===== src/rtl/ps2_pkg.sv =====
// Shared types and constants for the PS/2 keyboard receiver.
package ps2_pkg;

    typedef enum logic [1:0] {
        ST_IDLE   = 2'd0,
        ST_DATA   = 2'd1,
        ST_PARITY = 2'd2,
        ST_STOP   = 2'd3
    } ps2_state_e;

    localparam logic [7:0] PS2_PREFIX_EXT = 8'hE0;
    localparam logic [7:0] PS2_PREFIX_REL = 8'hF0;

endpackage


===== src/rtl/ps2_line_filter.sv =====
// 2-FF synchroniser plus stability filter for a slow asynchronous line.
// Emits a one-cycle strobe when the filtered level goes from 1 to 0.
module ps2_line_filter
    import ps2_pkg::*;
#(
    parameter int FILTER_LEN = 8
) (
    input  logic i_clk,
    input  logic i_rst,
    input  logic i_line,
    output logic o_fall
);

    localparam int              CW       = $clog2(FILTER_LEN + 1);
    localparam logic [CW-1:0]   CNT_LAST = CW'(FILTER_LEN - 1);

    logic [1:0]    r_sync;
    logic [CW-1:0] r_cnt;
    logic          r_level;
    logic          r_fall;

    // Idle PS/2 lines are high, so everything resets to 1.
    always_ff @(posedge i_clk or posedge i_rst) begin
        if (i_rst) begin
            r_sync  <= 2'b11;
            r_cnt   <= '0;
            r_level <= 1'b1;
            r_fall  <= 1'b0;
        end else begin
            r_sync <= {r_sync[0], i_line};
            r_fall <= 1'b0;
            if (r_sync[1] == r_level) begin
                r_cnt <= '0;
            end else if (r_cnt == CNT_LAST) begin
                r_level <= r_sync[1];
                r_cnt   <= '0;
                r_fall  <= r_level;
            end else begin
                r_cnt <= r_cnt + 1'b1;
            end
        end
    end

    assign o_fall = r_fall;

endmodule


===== src/rtl/ps2_kbd_rx.sv =====
// PS/2 keyboard receiver: frame decode plus E0/F0 prefix folding into key events.
// Optional partial-frame timeout enabled by defining PS2_KBD_RX_TIMEOUT_EN.
//
// state     | meaning
// ST_IDLE   | waiting for a start bit (falling edge with data 0)
// ST_DATA   | shifting in 8 data bits, LSB first
// ST_PARITY | sampling the odd-parity bit
// ST_STOP   | sampling the stop bit, then reporting byte or error
module ps2_kbd_rx
    import ps2_pkg::*;
#(
    parameter int FILTER_LEN     = 8,
    parameter int TIMEOUT_CYCLES = 50000
) (
    input  logic       i_clk,
    input  logic       i_rst,
    input  logic       i_ps2clk,
    input  logic       i_ps2data,
    output logic       o_key_event,
    output logic [7:0] o_scancode,
    output logic       o_released,
    output logic       o_extended,
    output logic       o_rx_valid,
    output logic [7:0] o_rx_byte,
    output logic       o_frame_err
);

    ps2_state_e r_state, w_next;
    logic [1:0] r_data_sync;
    logic [7:0] r_shift;
    logic [2:0] r_bit_cnt;
    logic       r_par_ok;
    logic       r_pend_ext, r_pend_rel;
    logic       w_fall, w_data, w_timeout;
    logic       w_stop_fall, w_good, w_err, w_is_prefix;

    ps2_line_filter #(.FILTER_LEN(FILTER_LEN)) u_clk_filter (
        .i_clk  (i_clk),
        .i_rst  (i_rst),
        .i_line (i_ps2clk),
        .o_fall (w_fall)
    );

    always_ff @(posedge i_clk or posedge i_rst) begin
        if (i_rst) r_data_sync <= 2'b11;
        else       r_data_sync <= {r_data_sync[0], i_ps2data};
    end
    assign w_data = r_data_sync[1];

`ifdef PS2_KBD_RX_TIMEOUT_EN
    localparam int            TW      = $clog2(TIMEOUT_CYCLES + 1);
    localparam logic [TW-1:0] TO_LAST = TW'(TIMEOUT_CYCLES - 1);
    logic [TW-1:0] r_to_cnt;

    always_ff @(posedge i_clk or posedge i_rst) begin
        if (i_rst)                               r_to_cnt <= '0;
        else if (r_state == ST_IDLE || w_fall)   r_to_cnt <= '0;
        else                                     r_to_cnt <= r_to_cnt + 1'b1;
    end
    assign w_timeout = (r_state != ST_IDLE) && !w_fall && (r_to_cnt == TO_LAST);
`else
    logic w_unused_timeout;
    assign w_unused_timeout = (TIMEOUT_CYCLES < 16);
    assign w_timeout        = 1'b0;
`endif

    always_ff @(posedge i_clk or posedge i_rst) begin
        if (i_rst) r_state <= ST_IDLE;
        else       r_state <= w_next;
    end

    always_comb begin
        w_next = r_state;
        case (r_state)
            ST_IDLE:   if (w_fall && !w_data)             w_next = ST_DATA;
            ST_DATA:   if (w_fall && r_bit_cnt == 3'd7)   w_next = ST_PARITY;
            ST_PARITY: if (w_fall)                        w_next = ST_STOP;
            ST_STOP:   if (w_fall)                        w_next = ST_IDLE;
            default:                                      w_next = ST_IDLE;
        endcase
        if (w_timeout) w_next = ST_IDLE;
    end

    // Timeout excludes fall cycles, so good byte and error are exclusive.
    always_comb begin
        w_stop_fall = (r_state == ST_STOP) && w_fall;
        w_good      = w_stop_fall && w_data && r_par_ok;
        w_err       = (w_stop_fall && !w_good) || w_timeout;
        w_is_prefix = (r_shift == PS2_PREFIX_EXT) || (r_shift == PS2_PREFIX_REL);
    end

    always_ff @(posedge i_clk or posedge i_rst) begin
        if (i_rst) begin
            r_shift     <= '0;
            r_bit_cnt   <= '0;
            r_par_ok    <= 1'b0;
            r_pend_ext  <= 1'b0;
            r_pend_rel  <= 1'b0;
            o_key_event <= 1'b0;
            o_scancode  <= '0;
            o_released  <= 1'b0;
            o_extended  <= 1'b0;
            o_rx_valid  <= 1'b0;
            o_rx_byte   <= '0;
            o_frame_err <= 1'b0;
        end else begin
            o_rx_valid  <= w_good;
            o_frame_err <= w_err;
            o_key_event <= w_good && !w_is_prefix;

            if (w_fall) begin
                case (r_state)
                    ST_IDLE:   r_bit_cnt <= '0;
                    ST_DATA: begin
                        r_shift   <= {w_data, r_shift[7:1]};
                        r_bit_cnt <= r_bit_cnt + 1'b1;
                    end
                    ST_PARITY: r_par_ok <= ^{r_shift, w_data};
                    default:   ;
                endcase
            end

            if (w_err) begin
                r_pend_ext <= 1'b0;
                r_pend_rel <= 1'b0;
            end else if (w_good) begin
                o_rx_byte <= r_shift;
                if (r_shift == PS2_PREFIX_EXT) begin
                    r_pend_ext <= 1'b1;
                end else if (r_shift == PS2_PREFIX_REL) begin
                    r_pend_rel <= 1'b1;
                end else begin
                    o_scancode <= r_shift;
                    o_released <= r_pend_rel;
                    o_extended <= r_pend_ext;
                    r_pend_ext <= 1'b0;
                    r_pend_rel <= 1'b0;
                end
            end
        end
    end

endmodule


===== config.mk =====
export PLATFORM = sky130hd
export DESIGN_NAME = ps2_kbd_rx
export DESIGN_NICKNAME = d
export VERILOG_FILES = /design/src/rtl/ps2_pkg.sv /design/src/rtl/ps2_line_filter.sv /design/src/rtl/ps2_kbd_rx.sv
export SDC_FILE = /design/constraint.sdc
export NUM_CORES = 1
export LEC_CHECK = 0
export CORE_UTILIZATION = 45
export CTS_CLUSTER_DIAMETER = 30
export DETAILED_ROUTE_END_ITERATION = 8
export HOLD_SLACK_MARGIN = 0.05
export PLACE_DENSITY_LB_ADDON = 0.08
export SKIP_LAST_GASP = 1
export SYNTH_ARGS = -nofsm -noshare
export SYNTH_HDL_FRONTEND = slang
export SYNTH_SLANG_ARGS = --single-unit

===== constraint.sdc =====
create_clock -name i_clk -period 2.5 [get_ports i_clk]
set_input_delay 0.5 -clock i_clk [delete_from_list [all_inputs] [get_ports i_clk]]
set_output_delay 0.5 -clock i_clk [all_outputs]
set_load 0.02 [all_outputs]

# [After elaboration in Yosys (flattened, before gate mapping)]
# Cells that the tools add are included.
# Widths: inputs -> output; s select.
[classes] bitwise_logic=4 mux=18 addsub=2 n_reduce_logical=24 eq_ne=14
[ops] op="$eq 8x8->1 const B" count=2
[ops] op="$reduce_and 2->1" count=7
[ops] op="$mux 1" count=10
[ops] op="$reduce_xor 9->1" count=1
[ops] op="$mux 2" count=4
[ops] op="$mux 4" count=2
[ops] op="$pmux 2 s4" count=1
[ops] op="$reduce_and 4->1" count=2
[ops] op="$logic_and 1x1->1" count=7
[ops] op="$ne 2x2->1 const B" count=3
[ops] op="$pmux 3 s2" count=1
[ops] op="$add 4x1->4 const B" count=1
[ops] op="$eq 2x2->1 const B" count=2
[ops] op="$eq 4x3->1 const B" count=1
[ops] op="$ne 2x1->1 const B" count=2
[ops] op="$not 1->1" count=4
[ops] op="$reduce_bool 2->1" count=2
[ops] op="$add 3x1->3 const B" count=1
[ops] op="$eq 3x3->1 const B" count=1
[ops] op="$logic_not 1->1" count=3
[ops] op="$ne 3x3->1 const B" count=1
[ops] op="$eq 2x1->1 const B" count=1
[ops] op="$logic_not 2->1" count=1
[ops] op="$eq 1x1->1" count=1
[ops] op="$logic_or 1x1->1" count=1
[word_totals] register_bits=47 in_bits=4

# [Depth between registers and ports, before layout]
# Gate-level depths: netlist of the first run.
[depth] depth_word=8 ltp_mapped=7

# [Modules after synthesis]
# A second synthesis of the first run with hierarchy kept.
[hier_totals] hier_cells=157 hier_area_um2=1941.9
[by_module_without_submodules] mod="ps2_kbd_rx" seq_area_each_um2=978.4 cells_per_inst=135 area_per_inst_um2=1626.6 instances=1
[by_module_without_submodules] mod="ps2_line_filter" seq_area_each_um2=203.9 cells_per_inst=22 area_per_inst_um2=315.3 instances=1

# [Worst setup path after synthesis of the first run]
# Ideal clock, no wire load.
[synth_timing] path_kind="reg2reg" from="register r_shift[1]" to="register o_extended" path_stages_with_launch=6 t_arrival_ns=1.419 t_required_ns=2.375 synth_period_minus_slack_ns=1.544 slack_ns=0.956 path_buffers=1 setup_time_ns=0.125 path_cell_list="dfrtp_1 nor4b_2 and4b_1 nand2b_4 buf_12 mux2_4"
[synth_via] elab_chain_len=3 word_cells_on_any_way=5 cone_classes="eq/ne: 2; bitwise: 2; reduce/logical: 1"
[synth_rtl] item="start, declared" line="ps2_kbd_rx.sv:30" source="logic [7:0] r_shift;"
[synth_rtl] item="start signal, assigned" line="ps2_kbd_rx.sv:115" source="r_shift <= {w_data, r_shift[7:1]};"
[synth_rtl] item="$eq 8x8->1 (on tied branches)" line="ps2_kbd_rx.sv:130, ps2_kbd_rx.sv:128"
[synth_rtl] item="$not 1->1 (no line)"
[synth_rtl] item="$reduce_and 4->1 (no line) (*)"
[synth_rtl] item="end signal, assigned" line="ps2_kbd_rx.sv:135" source="o_extended <= r_pend_ext;"
[synth_rtl] item="end, declared" line="ps2_kbd_rx.sv:22" source="output logic o_extended,"
# Every way passes the cells marked *; elsewhere a longest branch is shown, timed or not.
# A chain may end at the register's enable or synchronous reset.

# [Worst setup path in the final report of the first run]
[layout_timing] from="register r_state[0]" to="register o_scancode[4]"
[layout_via] elab_chain_len=8
[layout_rtl] item="start, declared" line="ps2_kbd_rx.sv:28" source="ps2_state_e r_state, w_next;"
[layout_rtl] item="start signal, assigned" line="ps2_kbd_rx.sv:69" source="else r_state <= w_next;"
[layout_rtl] item="$eq 2x2->1 (*)" line="ps2_kbd_rx.sv:86" source="w_stop_fall = (r_state == ST_STOP) && w_fall;"
[layout_rtl] item="$logic_and 1x1->1 (*)" line="ps2_kbd_rx.sv:86"
[layout_rtl] item="$logic_and 1x1->1 (2 in series)" line="ps2_kbd_rx.sv:87" source="w_good = w_stop_fall && w_data && r_par_ok;"
[layout_rtl] item="$logic_not 1->1" line="ps2_kbd_rx.sv:88" source="w_err = (w_stop_fall && !w_good) || w_timeout;"
[layout_rtl] item="$logic_and 1x1->1" line="ps2_kbd_rx.sv:88"
[layout_rtl] item="$not 1->1 (no line)"
[layout_rtl] item="$reduce_and 4->1 (no line) (*)"
[layout_rtl] item="end signal, assigned" line="ps2_kbd_rx.sv:133" source="o_scancode <= r_shift;"
[layout_rtl] item="end, declared" line="ps2_kbd_rx.sv:20" source="output logic [7:0] o_scancode,"
# Marks and branches as above.

==> results of run 1 <==
[layout make-up]
cell class,instances,area (um^2)
clock buffer,6,72.57
clock inverter,2,60.06
fill,328,1714
inverter,5,37.54
multi-input combinational,99,723.2
sequential,47,1182
tap,50,62.56
timing repair buffer,27,262.8
[power groups by stage]
stage / clock (W) / sequential (W) / combinational, W
after global routing: 0.000693 / 0.000824 / 0.000107
after detailed placement: 0 / 0.000835 / 0.0000904
after CTS: 0.000662 / 0.000820 / 0.0000914
after global placement: 0 / 0.000831 / 0.0000857
after floorplan: 0 / 0.000828 / 0.0000696
final: 0.000643 / 0.000820 / 0.0000884
[stage by stage]
step           hold WS (ps)  area [um^2]  total power (W)  setup WS, ps
4_1_cts               359.8         2401         0.001574         692.0
3_5_place_dp          347.2         2268        0.0009255         697.5
6_report              359.0         2401         0.001552         710.2
5_1_grt               364.8         2401         0.001624         587.2
2_1_floorplan         345.2         1977        0.0008977         892.2
3_3_place_gp          346.4         2268        0.0009172         761.0
[Yosys cell counts (all sizes together)]
cell type | number | area [um^2]
nor2b | 2 | 12.51
clkbuf | 1 | 3.750
nand3 | 1 | 5.000
nand2 | 30 | 112.6
nor4b | 1 | 15.01
dfrtp | 42 | 1051
xor2 | 2 | 17.52
nor3b | 1 | 7.510
xnor3 | 1 | 22.52
nand4 | 1 | 6.260
a32o | 2 | 20.02
dfstp | 5 | 131.4
bufinv | 1 | 17.52
nor2 | 7 | 26.28
o22a | 2 | 17.52
nor3 | 3 | 15.01
a22o | 4 | 35.03
o21ai | 4 | 20.02
mux2 | 14 | 172.7
ha | 7 | 87.58
nand2b | 2 | 20.02
a31oi | 2 | 12.51
buf | 3 | 30.03
nand3b | 1 | 7.510
and4b | 1 | 10.01
a21oi | 4 | 20.02
inv | 4 | 20.02
a22oi | 1 | 7.510
xnor2 | 6 | 52.55
[metal layers]
metal  track usage, %  vias up
li1                 -      585
met1            21.59      608
met2            29.41       21
met3            5.000        6
met4            4.688        0
met5                0        -
[sequential cells by signal, summed over array words and instances, names as in the netlist, 2 cells and up]
name                 count
o_rx_byte                8
o_scancode               8
r_bit_cnt                3
r_data_sync              2
r_shift                  8
r_state                  2
u_clk_filter.r_cnt       4
u_clk_filter.r_sync      2
[final timing paths]
path                                                from                              end  slack [ps]  cells after the start
worst max-delay path              r_state[0]$_DFFE_PP0P_        o_scancode[4]$_DFFE_PP0P_         710                      6
worst min-delay path            r_data_sync[0]$_DFF_PP1_         r_data_sync[1]$_DFF_PP1_         360                      0
worst max register to register    r_state[0]$_DFFE_PP0P_        o_scancode[4]$_DFFE_PP0P_         710                      6
worst min register to register  r_data_sync[0]$_DFF_PP1_         r_data_sync[1]$_DFF_PP1_         360                      0
max in group asynchronous                          i_rst         o_rx_byte[3]$_DFFE_PP0P_        1250                      4
min in group asynchronous                          i_rst  u_clk_filter.r_cnt[0]$_DFF_PP0_         420                      2
[cells by family (layout without fill, tap and decap cells)]
group           count (synthesis)  after routing  share of synthesized area [%]
compound gates                 19             19                          6.709
xor+xnor                        9              9                          4.684
fa+ha+maj                       7              7                          4.430
buf+inv                         9             40                          3.608
flops                          47             47                          59.81
mux                            14             14                          8.734
simple gates                   50             50                          12.03
[critical path, stage by stage (launching register included)]
cell and delay, ps:
dfrtp_1 420, ha_1 260, nand4_1 110, buf_4 190, bufinv_8 230, nand2b_4 160, mux2_4 310
==> flow_metrics.py, run 1 <==
metrics = {
    "yosys": {
        "synth.avg_cell_area_um2": 12.75,
        "synth_nets": 166,
        "synth_cell_types": 35,
        "ys_warn_count": 0,
        "yosysSeqAreaShare_pct": 59.81,
        "syn_inst": 155,
        "syn_area_mm2": 0.001977,
        "ys_ff_latch": 47,
    },
    "cts": {
        "ctsResizeCount": 0,
        "cts_tree": "built",
        "ctsHoldBuffers": 0,
        "cts_sinks": 47,
        "cts_setup_buffers": 0,
        "numCtsBuffers": 5,
        "clkLatencyLatePin_ps": 290,
        "clk_path_buf_depth": 2,
        "cts_root_buf": "clkbuf_8",
        "cts-htree-levels": 2,
        "clkTransAtPathRegs_ps": 90,
    },
    "global_routing": {
        "grt_overflow": 0,
        "grt_pass1_wl_mm": 5.878,
        "antenna_found_initial": 0,
        "grt_max_degree": 32,
        "grt_pass1_vias": 1242,
        "grtUsageTotal_pct": 17.42,
    },
    "routing": {
        "route.top_layer_used": "met4",
        "post_drt_wl_per_cell_um": 14.41,
        "wl_met3_um": 83,
        "viasPerCell": 5.169,
        "wl_met1_mm": 1.603,
        "drc_errors": 0,
        "wl_met2_mm": 1.672,
        "detail_route.iter0.violations": 49,
        "postRouteAntennaNets": 0,
        "dr.pass1.iters": 4,
        "vias": 1220,
        "wirelength_mm": 3.400,
    },
    "power": {
        "pwr-share-seq_pct": 52.9,
        "clkPwrFrac_pct": 41.4,
        "ir_worst_vdd_v": 0.0004783,
        "p_switching_w": 0.0003116,
        "intPower_w": 0.001241,
        "power.leakage_nw": 1.187,
        "p_comb_share_pct": 5.7,
        "power.density_mw_per_mm2": 646.4,
        "swShare_pct": 20.07,
    },
    "sta": {
        "finalSetupViolations": 0,
        "finClkSkew_ps": 4.187,
        "timing.fmax_mhz": 558.7,
        "fin_crit_sh_pct": 71.59,
        "slew_headroom_pct": 73.62,
        "period_needed_ps": 1790,
        "fin_tns_setup_ps": 0,
        "rsz0062_at_grt": "no",
        "drv_slew": 0,
        "worst_pin_slew_ps": 395.8,
        "hold_viol": 0,
    },
    "die": {
        "die_x_um": 68.28,
        "fp.coreArea_mm2": 0.004115,
        "ios": 25,
        "initial_utilization_pct": 48.04,
        "die_h_um": 68.28,
        "rows": 23,
        "die-area_mm2": 0.004662,
    },
    "place": {
        "dp_hpwl_mm": 2.378,
        "port_buffers": 24,
        "dp.cells": 228,
        "gp_congestion": 0.7691,
    },
    "layout": {
        "final_common_cell": "dfrtp_1",
        "area_growth_pct": 21.46,
        "final_cells": 236,
        "drive_gt1_share_pct": 17.20,
        "fin_util_pct": 58.35,
        "layout_common_cells": "dfrtp_1, nand2_1, clkdlybuf4s50_1",
        "diodes": 0,
        "final_nets": 196,
    },
    "critical_path": {
        "cp.required_ps": 2680,
        "endpoint_kind": "flop",
        "cp.arrival_ps": 1970,
        "timing.critical_path.fanout_max": 14,
        "start_kind": "flop",
        "critical_path_class": "reg -> reg",
    },
    "worst_hold_path": {
        "hp-class": "reg -> reg",
    },
    "job": {
        "drv_cap": 0,
    },
    "status": {
        "outcome": "complete, no violations",
    },
}
No activity file was read; power rests on OpenSTA's default activity.
==> inputs of run 2 (changes only) <==
==> constraint.sdc (replaced) <==
create_clock -name i_clk -period 1.6 [get_ports i_clk]
set_input_delay 0.32 -clock i_clk [delete_from_list [all_inputs] [get_ports i_clk]]
set_output_delay 0.32 -clock i_clk [all_outputs]
set_load 0.02 [all_outputs]
==> flow_metrics.py, run 2 (synthesis gave the netlist of run 1 again) <==
metrics = {
    "global_routing": {
        "grtUsageTotal_pct": 17.62,
        "grt_pass1_wl_mm": 6.009,
        "antenna_found_initial": 0,
        "grt_pass1_vias": 1309,
        "grt_overflow": 0,
        "grt_max_degree": 22,
    },
    "sta": {
        "drv_slew": 0,
        "timing.fmax_mhz": 642.0,
        "finClkSkew_ps": 11.93,
        "slew_headroom_pct": 75.89,
        "worst_pin_slew_ps": 359.4,
        "finalSetupViolations": 0,
        "fin_crit_sh_pct": 97.35,
        "rsz0062_at_grt": "yes",
        "period_needed_ps": 1558,
        "hold_viol": 0,
    },
    "critical_path": {
        "timing.rr.end": "o_scancode[5]$_DFFE_PP0P_",
        "timing.rr.start": "r_shift[1]$_DFFE_PP0P_",
        "rr_worst_depth": 4,
        "crit_end": "o_scancode[5]$_DFFE_PP0P_",
        "timing.critical_path.fanout_max": 5,
        "endpoint_kind": "flop",
        "cp.required_ps": 1770,
        "start_kind": "flop",
        "critical_path_class": "reg -> reg",
        "cp.arrival_ps": 1730,
        "reg2reg_slack_ps": 40,
        "cp-startpoint": "r_shift[1]$_DFFE_PP0P_",
    },
    "layout": {
        "diodes": 0,
        "area_growth_pct": 26.90,
        "final_area_mm2": 0.002509,
        "largestRegisters": "o_rx_byte (8), o_scancode (8), r_shift (8)",
        "nFillCells": 330,
        "final_common_cell": "dfrtp_1",
        "layout_common_cells": "dfrtp_1, nand2_1, dlymetal6s2s_1",
        "final_nets": 207,
        "drive_gt1_share_pct": 23.35,
    },
    "routing": {
        "vias": 1261,
        "detail_route.iter0.violations": 61,
        "post_drt_wl_per_cell_um": 14.30,
        "postRouteAntennaNets": 0,
        "dr.pass1.iters": 4,
        "viasPerCell": 5.105,
        "wirelength_mm": 3.532,
        "drc_errors": 0,
    },
    "power": {
        "power.density_mw_per_mm2": 840.3,
        "finalPower_w": 0.002108,
        "p_comb_share_pct": 6.8,
        "power.leakage_nw": 1.542,
        "p_switching_w": 0.0004822,
        "swShare_pct": 22.87,
        "clkPwrFrac_pct": 32.6,
        "pwr-share-seq_pct": 60.6,
        "intPower_w": 0.001626,
        "ir_worst_vdd_v": 0.0007707,
    },
    "die": {
        "die-area_mm2": 0.004662,
        "initial_utilization_pct": 48.04,
        "die_h_um": 68.28,
        "ios": 25,
        "fp.coreArea_mm2": 0.004115,
        "die_x_um": 68.28,
        "rows": 23,
    },
    "status": {
        "outcome": "complete, no violations",
    },
    "place": {
        "postPlaceCellArea_mm2": 0.002354,
        "gp_congestion": 0.7313,
        "dp_hpwl_mm": 2.534,
        "port_buffers": 24,
    },
    "worst_hold_path": {
        "hp-class": "in -> async",
    },
    "cts": {
        "numCtsBuffers": 5,
        "clk_path_buf_depth": 2,
        "cts_sinks": 47,
        "clkLatencyLatePin_ps": 300,
        "cts-htree-levels": 2,
        "clkTransAtPathRegs_ps": 80,
        "cts_root_buf": "clkbuf_8",
        "cts_tree": "built",
    },
    "job": {
        "drv_cap": 0,
    },
}
## run 2: cell types whose count changed in the layout (fill, tap and decap cells not counted), sizes merged
cell,before,now
nand2b,2,3
dlygate4sd2,0,3
clkdlybuf4s50,24,5
bufinv,3,1
dlymetal6s2s,0,16
buf,3,13
clkinv,1,3
## run 2: how the worst min path moves through the flow
stage                                       endpoint                             start  depth (start not counted)
floorplan                   r_data_sync[0]$_DFF_PP1_                         i_ps2data                          0
global route         u_clk_filter.r_cnt[0]$_DFF_PP0_                             i_rst                          2
global placement    u_clk_filter.r_sync[1]$_DFF_PP1_  u_clk_filter.r_sync[0]$_DFF_PP1_                          0
finish               u_clk_filter.r_cnt[0]$_DFF_PP0_                             i_rst                          2
detailed placement  u_clk_filter.r_sync[1]$_DFF_PP1_  u_clk_filter.r_sync[0]$_DFF_PP1_                          0
CTS                  u_clk_filter.r_cnt[0]$_DFF_PP0_                             i_rst                          2
## run 2: metrics by stage
stage	hold WS (ps)	setup TNS [ps]	util [%]	cells	worst slack, ps
global route	270.3	-9.093	60.96	247	-7.346
detailed placement	349.4	0	57.19	236	30.78
floorplan	324.5	0	-	155	56.23
CTS	254.7	0	59.20	244	4.724
global placement	347.9	0	57.19	236	72.86
finish	258.1	0	60.96	247	42.34
## run 2: worst max-delay path, cell delays in order, from the launching register on
cell and delay (ps):
dfrtp_1 400, nor4b_2 250, and4b_2 280, nand2b_4 200
mux2_4 320
## run 2: power by group through the flow
stage	registers (W)	clock network [W]	logic, W
final	0.00128	0.000687	0.000144
after floorplan	0.00129	0	0.000109
after global placement	0.00130	0	0.000140
after CTS	0.00128	0.000710	0.000147
after global routing	0.00129	0.000763	0.000164
after detailed placement	0.00130	0	0.000144
## run 2: cell type report
type,instances,area (um^2),share of cell area [%]
Timing Repair Buffer,37,399.1,15.91
Multi-Input combinational cell,100,740.7,29.53
Clock inverter,2,13.76,0.5486
Inverter,5,37.54,1.496
Sequential cell,47,1182,47.13
Clock buffer,6,72.57,2.893
Tap cell,50,62.56,2.494
## run 2: metal layers
layer | global-route usage, % | up-vias | part of all wire, %
met1 | 21.82 | 625 | 45
met4 | 5.469 | 0 | 0.71
met3 | 4.000 | 4 | 3.4
met5 | 0 | - | 0
met2 | 30.27 | 23 | 51
li1 | - | 609 | -
## run 2: timing repair
action | CTS | global route
resized for setup | 3 | 19
hold buffers | 0 | 0
pin swaps | 0 | 1
setup endpoints to repair | 3 | 21
gates cloned | 0 | 1
setup buffers | 0 | 2
